`src/rtl/cmp_field.sv`:
```
// Sign-magnitude field comparator: compares a byte range of two words,
// one byte per cycle from the most significant byte, with an optional sign.
module cmp_field #(
  parameter  int BYTE_W = 6,
  parameter  int BYTES  = 5,
  localparam int W      = 1 + BYTES * BYTE_W
) (
  input  logic         clk,
  input  logic         reset,
  input  logic         start,
  input  logic [5:0]   field,
  input  logic [W-1:0] in1,
  input  logic [W-1:0] in2,
  output logic         busy,
  output logic         stop,
  output logic         greater,
  output logic         less,
  output logic         equal,
  output logic         fault
);

  typedef enum logic {IDLE, SCAN} state_t;

  localparam logic [2:0] NBYTES = 3'(BYTES);

  state_t              state;
  logic [W-1:0]        a_p0, b_p0;
  logic [2:0]          l_p0, r_p0, idx;
  logic [2:0]          fl, fr;
  logic                field_bad;
  logic [BYTE_W-1:0]   ba, bb;
  logic [2:0]          res;

  // Byte 1 sits just below the sign bit, byte BYTES at the LSBs.
  function automatic logic [BYTE_W-1:0] byte_sel(input logic [W-1:0] w, input logic [2:0] i);
    byte_sel = '0;
    for (int j = 1; j <= BYTES; j++)
      if (i == 3'(j)) byte_sel = w[(BYTES-j)*BYTE_W +: BYTE_W];
  endfunction

  // Returns {greater, less, equal}; equal magnitudes compare equal whatever the signs.
  function automatic logic [2:0] resolve(input logic gt, input logic lt, input logic sa,
                                         input logic sb, input logic use_sign);
    logic g;
    if (!gt && !lt) begin
      resolve = 3'b001;
    end else begin
      g = gt;
      if (use_sign && (sa != sb)) g = !sa;
      else if (use_sign && sa)    g = !gt;
      resolve = {g, !g, 1'b0};
    end
  endfunction

  assign fl        = field[5:3];
  assign fr        = field[2:0];
  assign field_bad = (fl > fr) || (fr > NBYTES);

  assign ba  = byte_sel(a_p0, idx);
  assign bb  = byte_sel(b_p0, idx);
  assign res = resolve(ba > bb, ba < bb, a_p0[W-1], b_p0[W-1], l_p0 == 3'd0);

  // Stage p0: operands and field captured on the accepting edge.
  always_ff @(posedge clk) begin
    if (state == IDLE && start) begin
      a_p0 <= in1;
      b_p0 <= in2;
      l_p0 <= fl;
      r_p0 <= fr;
    end
  end

  always_ff @(posedge clk) begin
    if (reset) begin
      state   <= IDLE;
      busy    <= 1'b0;
      stop    <= 1'b0;
      fault   <= 1'b0;
      greater <= 1'b0;
      less    <= 1'b0;
      equal   <= 1'b1;
      idx     <= '0;
    end else begin
      stop  <= 1'b0;
      fault <= 1'b0;
      case (state)
        IDLE: begin
          if (start) begin
            if (field_bad) begin
              stop  <= 1'b1;
              fault <= 1'b1;
            end else if (fr == 3'd0) begin
              stop                   <= 1'b1;
              {greater, less, equal} <= 3'b001;
            end else begin
              state <= SCAN;
              busy  <= 1'b1;
              idx   <= (fl == 3'd0) ? 3'd1 : fl;
            end
          end
        end
        SCAN: begin
          if (ba != bb || idx == r_p0) begin
            state                  <= IDLE;
            busy                   <= 1'b0;
            stop                   <= 1'b1;
            {greater, less, equal} <= res;
          end else begin
            idx <= idx + 3'd1;
          end
        end
        default: state <= IDLE;
      endcase
    end
  end

endmodule

```
`config.mk`:
```
export PLATFORM = sky130hd
export DESIGN_NAME = cmp_field
export DESIGN_NICKNAME = d
export VERILOG_FILES = /design/src/rtl/cmp_field.sv
export SDC_FILE = /design/constraint.sdc
export NUM_CORES = 1
export LEC_CHECK = 0
export CAP_MARGIN = 40
export CORE_MARGIN = 2
export CORE_UTILIZATION = 50
export DETAILED_ROUTE_END_ITERATION = 16
export GPL_TIMING_DRIVEN = 0
export PLACE_DENSITY = 0.8
export SETUP_SLACK_MARGIN = 0.02
export SYNTH_ARGS = -nofsm -noshare
export SYNTH_HDL_FRONTEND = slang
export SYNTH_SLANG_ARGS = --single-unit
```
`constraint.sdc`:
```
create_clock -name clk -period 3.55 [get_ports clk]
set_clock_uncertainty 0.05 [all_clocks]
set_input_delay 0.71 -clock clk [delete_from_list [all_inputs] [get_ports clk]]
set_output_delay 0.71 -clock clk [all_outputs]
set_load 0.02 [all_outputs]
```
After elaboration in Yosys (flattened, before gate mapping). Cells that the tools add are included.

$add $sub $neg: 1. Magnitude comparators: 4. Equal/unequal tests: 14. Multiplexer cells: 48. Bitwise operators: 2. Reduce and logical (&&, ||, !) cells: 17.

Operators with widths (number): two-way mux 6 bit (10); two-way mux 1 bit (25); two-way mux 3 bit (6); one-hot mux 1 bit (2 select lines) (6); AND reduction 4 bit (3); logical NOT 3 bit (3); != test 2 bit (second input constant) (4); == test 3 x 2 -> 1 bit (second input constant) (2); == test 3 bit (second input constant) (2); greater-than comparator 6 bit (1); less-than comparator 6 bit (1); != test 6 bit (1); one-hot mux 3 bit (2 select lines) (1); logical AND 1 bit (4); logical NOT 1 bit (4); != test 2 x 1 -> 1 bit (second input constant) (2); adder 3 x 1 -> 3 bit (second input constant) (1); == test 3 x 1 -> 1 bit (second input constant) (1); == test 3 bit (1); greater-than comparator 3 bit (1); greater-than comparator 3 bit (second input constant) (1); OR reduction 3 bit (1); logical OR 1 bit (2); inverter 1 bit (2); != test 1 bit (1).

Flip-flop bits (word level): 78. Input bits: 71. Output and inout bits: 6. Word-level logic and storage cells: 98.

Depth between registers and ports, before layout. Gate-level depths: netlist of the first run.

Word-level depth: 15. Mapped depth: 14.

Worst setup path before layout of the first run. OpenSTA, ideal clock, no wires.

Path kind: register to register. Start point: reg idx[2]. End point: reg idx[0]. Setup time: 0.103 ns. Arrival: 2.866 ns. Path slack: 0.531 ns. Cell stages (with the launch flop): 15. Path buffers: 3. Period minus slack after synthesis: 3.019 ns. Path through: dfxtp_1 -> buf_6 -> clkbuf_1 -> inv_1 -> ha_1 -> clkbuf_1 -> nor2_1 -> a21oi_1 -> a22o_1 -> ha_1 -> and4_1 -> nand3_2 -> nor3b_4 -> a211oi_1 -> a2111oi_2.

Cells in the longest elaborated chain, start to end: 10. Elaborated cells between the ends (all ways): 20.

RTL lines: start: declaration (RTL line 28) `logic [2:0] l_p0, r_p0, idx;`; start signal: assignment (RTL line 98) `idx <= (fl == 3'd0) ? 3'd1 : fl;`; start signal: assignment (RTL line 109) `idx <= idx + 3'd1;`; == test 3 x 1 -> 1 bit (RTL line 38) `if (i == 3'(j)) byte_sel = w[(BYTES-j)*BYTE_W +: BYTE_W];`; two-way mux 6 bit (5 in series) (RTL line 38); != test 6 bit (RTL line 103) `if (ba != bb || idx == r_p0) begin`; logical OR 1 bit (*) (RTL line 103); != test 2 bit (no line) (*); AND reduction 4 bit (no line) (*).

Mark *: on every way between the ends. The rest lies on a longest branch, timed or not. A chain may end at the register's enable or synchronous reset.

Final worst setup path of the first run.
Start point: reg idx[2]. End point: reg idx[1].

The elaborated chain is that of the path after synthesis.

==> flow_metrics.tcl, run 1 <==
set metrics [dict create \
    status "finished clean" \
    pin_count 77 \
    netlist_top_cells_count "edfxtp_1 (68), a22oi_1 (19), a21oi_1 (17)" \
    postSynthNetCount 320 \
    synth_most_common_cell "edfxtp_1" \
    final_max_slew_viol_count 0 \
    leakage_nw 1.62 \
    io_buffers 76 \
    drtAntennaViolNets 0 \
    stdcell_area_mm2 0.00443 \
    viasPerCell 5.69 \
    hold_path_class "flip-flop to flip-flop" \
    antenna_found_initial 0 \
    tritoncts "built" \
    area_growth_pct 33.6 \
    cts_root_buf "clkbuf_8" \
    critPathSlowestCell "clkbuf_1" \
    powerDensity_mw_per_mm2 519 \
    antennaDiodeCount 0 \
    cpPeakStageDelay_ps 370 \
    r2r_cells 14 \
    firstDrtPassIters 5 \
    end_kind "flip-flop" \
    finalCriticalPeriod_ps 3300 \
    seq_area_frac_synth 0.676 \
    yosysTopAreaCell "edfxtp_1" \
    fp.dieW_um 85.4 \
    slew_headroom 0.463 \
    synth_cell_type_count 40 \
    final.period_utilization 0.930 \
    htreeDepth 3 \
    crit_buf_inv 5 \
    wl_per_cell_um 16.9 \
    worstPathArrival_ps 3490 \
    dpl.hpwl_um 5010 \
    synth_area_mm2 0.00331 \
    max_slew.worst_pin.slew_ps 805 \
    die_height_um 85.4 \
    synth_cells 235 \
    cp_cell_sequence "buf_6 -> buf_2 -> inv_1 -> ha_1 -> clkbuf_1 -> a21oi_1 -> a22o_1 -> ha_1 -> and4_1 -> nand3_2 -> nor3b_4 -> buf_4 -> a211oi_1 -> a211oi_1" \
    ys_seq_elements 78 \
    place_area_mm2 0.00419 \
    overflow 0 \
    grt_pass1_vias 2351 \
    fp.dieArea_mm2 0.00730 \
    num_vias 2311 \
    drt_drc_violations_left 0 \
    holdBufCountCts 0 \
    max_freq_ghz 0.303 \
    clk_pin_slew_worst_paths_ps 70 \
    path_depth 14 \
    ys.flop_type "edfxtp_1" \
    syn_avg_cell_area_um2 14.1 \
    wl_um 6860 \
    cap_viol_max_count 0 \
    cpLargestDelayFamily "buffers and inverters" \
    start_kind "flip-flop" \
    synth_edf_count 68 \
    numCtsBuffers 9 \
    floorplan.rows 29 \
    gp_congestion 0.786 \
    clk_latency_ps 340 \
    peakVddDrop_v 0.000299 \
    cts_buffer_depth 2 \
    grt_max_degree 38 \
    crit_fanout 10 \
    holdPathStages 2 \
    worst_slack_ps 248 \
    setup_viol 0 \
    grt_use_total 0.201 \
    grt_pass1_wl_um 11000 \
    start_util 0.519 \
    nNetsFinal 409 \
    synth_top_area_share 0.616 \
    async_flop_share 0 \
    synth.area.top_cells "edfxtp_1 (62%), dfxtp_1 (6.0%), ha_1 (5.3%), a22oi_1 (4.3%), a21oi_1 (2.6%)" \
    yosys_warnings 0 \
    drive_gt1_frac 0.103 \
    clock-sinks 78 \
    finalHoldViolCount 0 \
    pre_cts_ws_ps 53.5 \
    path_class "flip-flop to flip-flop" \
    fin_tns_setup_ps 0 \
    core_mm2 0.00639 \
    drtIter0Drc 200 \
    cp.required_ps 3740 \
]
[metal layers]
metal,track usage,vias up,part of all wire
met2,0.324,83,0.52
met5,0,-,0
li1,-,1099,-
met3,0.0409,10,0.054
met1,0.260,1119,0.40
met4,0.0996,0,0.019
[state kept, by name, summed over array words and instances (netlist names)]
| name | flops |
|---|---|
| equal | 1 |
| fault | 1 |
| a_p0 | 31 |
| r_p0 | 3 |
| less | 1 |
| l_p0 | 3 |
| state | 1 |
| idx | 3 |
| b_p0 | 31 |
| stop | 1 |
| busy | 1 |
| greater | 1 |
[cell families (layout without fill, tap and decap cells)]
group	Yosys count	count (layout)	share of synthesized area
DFF	78	78	0.676
AOI/OAI and AO/OA	77	77	0.161
and+or+nand+nor	37	37	0.0634
buffers and inverters	23	117	0.0294
adders and majority gates	14	14	0.0529
xor gates and xnor gates	3	3	0.00793
muxes	3	3	0.00906
[final cells by class]
class | count | area [µm²]
plain buffers | 10 | 57.6
well taps | 77 | 96.3
flip-flops and latches | 78 | 2240
fillers | 443 | 1960
clock buffers | 9 | 124
repair buffers | 78 | 788
clock inverters | 7 | 88.8
inverters | 13 | 48.8
multi-input cells | 134 | 978
[metrics by stage]
| stage | total power, mW | cells | util | hold slack, ps |
|---|---|---|---|---|
| 5_1_grt | 2.41 | 406 | 0.693 | 473 |
| 3_3_place_gp | 1.58 | 388 | 0.653 | 418 |
| 2_1_floorplan | 1.42 | 235 | - | 500 |
| 4_1_cts | 2.30 | 405 | 0.690 | 445 |
| 6_report | 2.30 | 406 | 0.693 | 441 |
| 3_5_place_dp | 1.60 | 389 | 0.656 | 434 |
[worst paths after layout]
check / from / end / slack, ps
worst min-delay path: less$_SDFFE_PP0P_ / less$_SDFFE_PP0P_ / 440
worst min register to register: less$_SDFFE_PP0P_ / less$_SDFFE_PP0P_ / 440
worst max-delay path: idx[2]$_SDFFE_PP0P_ / idx[1]$_SDFFE_PP0P_ / 250
worst max register to register: idx[2]$_SDFFE_PP0P_ / idx[1]$_SDFFE_PP0P_ / 250
[worst reg2reg max path, delay by kind of cell (launching register included)]
kind	cells	cell delay, ps
simple gates	3	690
flops	1	310
fa+ha+maj	2	570
compound gates	4	670
buf+inv	5	910
[power breakdown]
part | total, mW | internal [mW] | switching (mW)
registers | 1.10 | 1.07 | 0.0226
clock network | 0.701 | 0.391 | 0.311
logic | 0.500 | 0.233 | 0.266
total | 2.30 | 1.70 | 0.600
[layout by cell type, fill, tap and decap left out, types with 3 or more instances in the layout]
cell type,count
o22ai_1,12
clkbuf_8,9
nand2_1,3
o21ai_0,5
nor3_1,4
clkdlybuf4s50_1,76
dfxtp_1,8
a211oi_1,5
mux2i_1,3
xor2_1,3
a22oi_1,19
clkbuf_1,3
a22o_1,6
ha_1,14
inv_1,12
and2_1,3
nor2_1,16
edfxtp_1,68
a21oi_1,17
[what timing repair did]
action | in CTS | in global routing
gates cloned | 0 | 0
gates resized for setup | 1 | 12
pin swaps | 0 | 1
buffers inserted | 0 | 1
setup endpoints to repair | 1 | 8
Power figures use the tool's default switching activity.
==> run 2, diff against run 1 <==
CTS_CLUSTER_DIAMETER = 100   (was not set)
==> results of run 2 <==
No change in the layout: final DEF, timing and power equal those of run 1.
==> run 3, diff against run 2 <==
GPL_ROUTABILITY_DRIVEN = 0   (was not set)
==> results of run 3 <==
No change in the layout: final DEF, timing and power equal those of run 1.
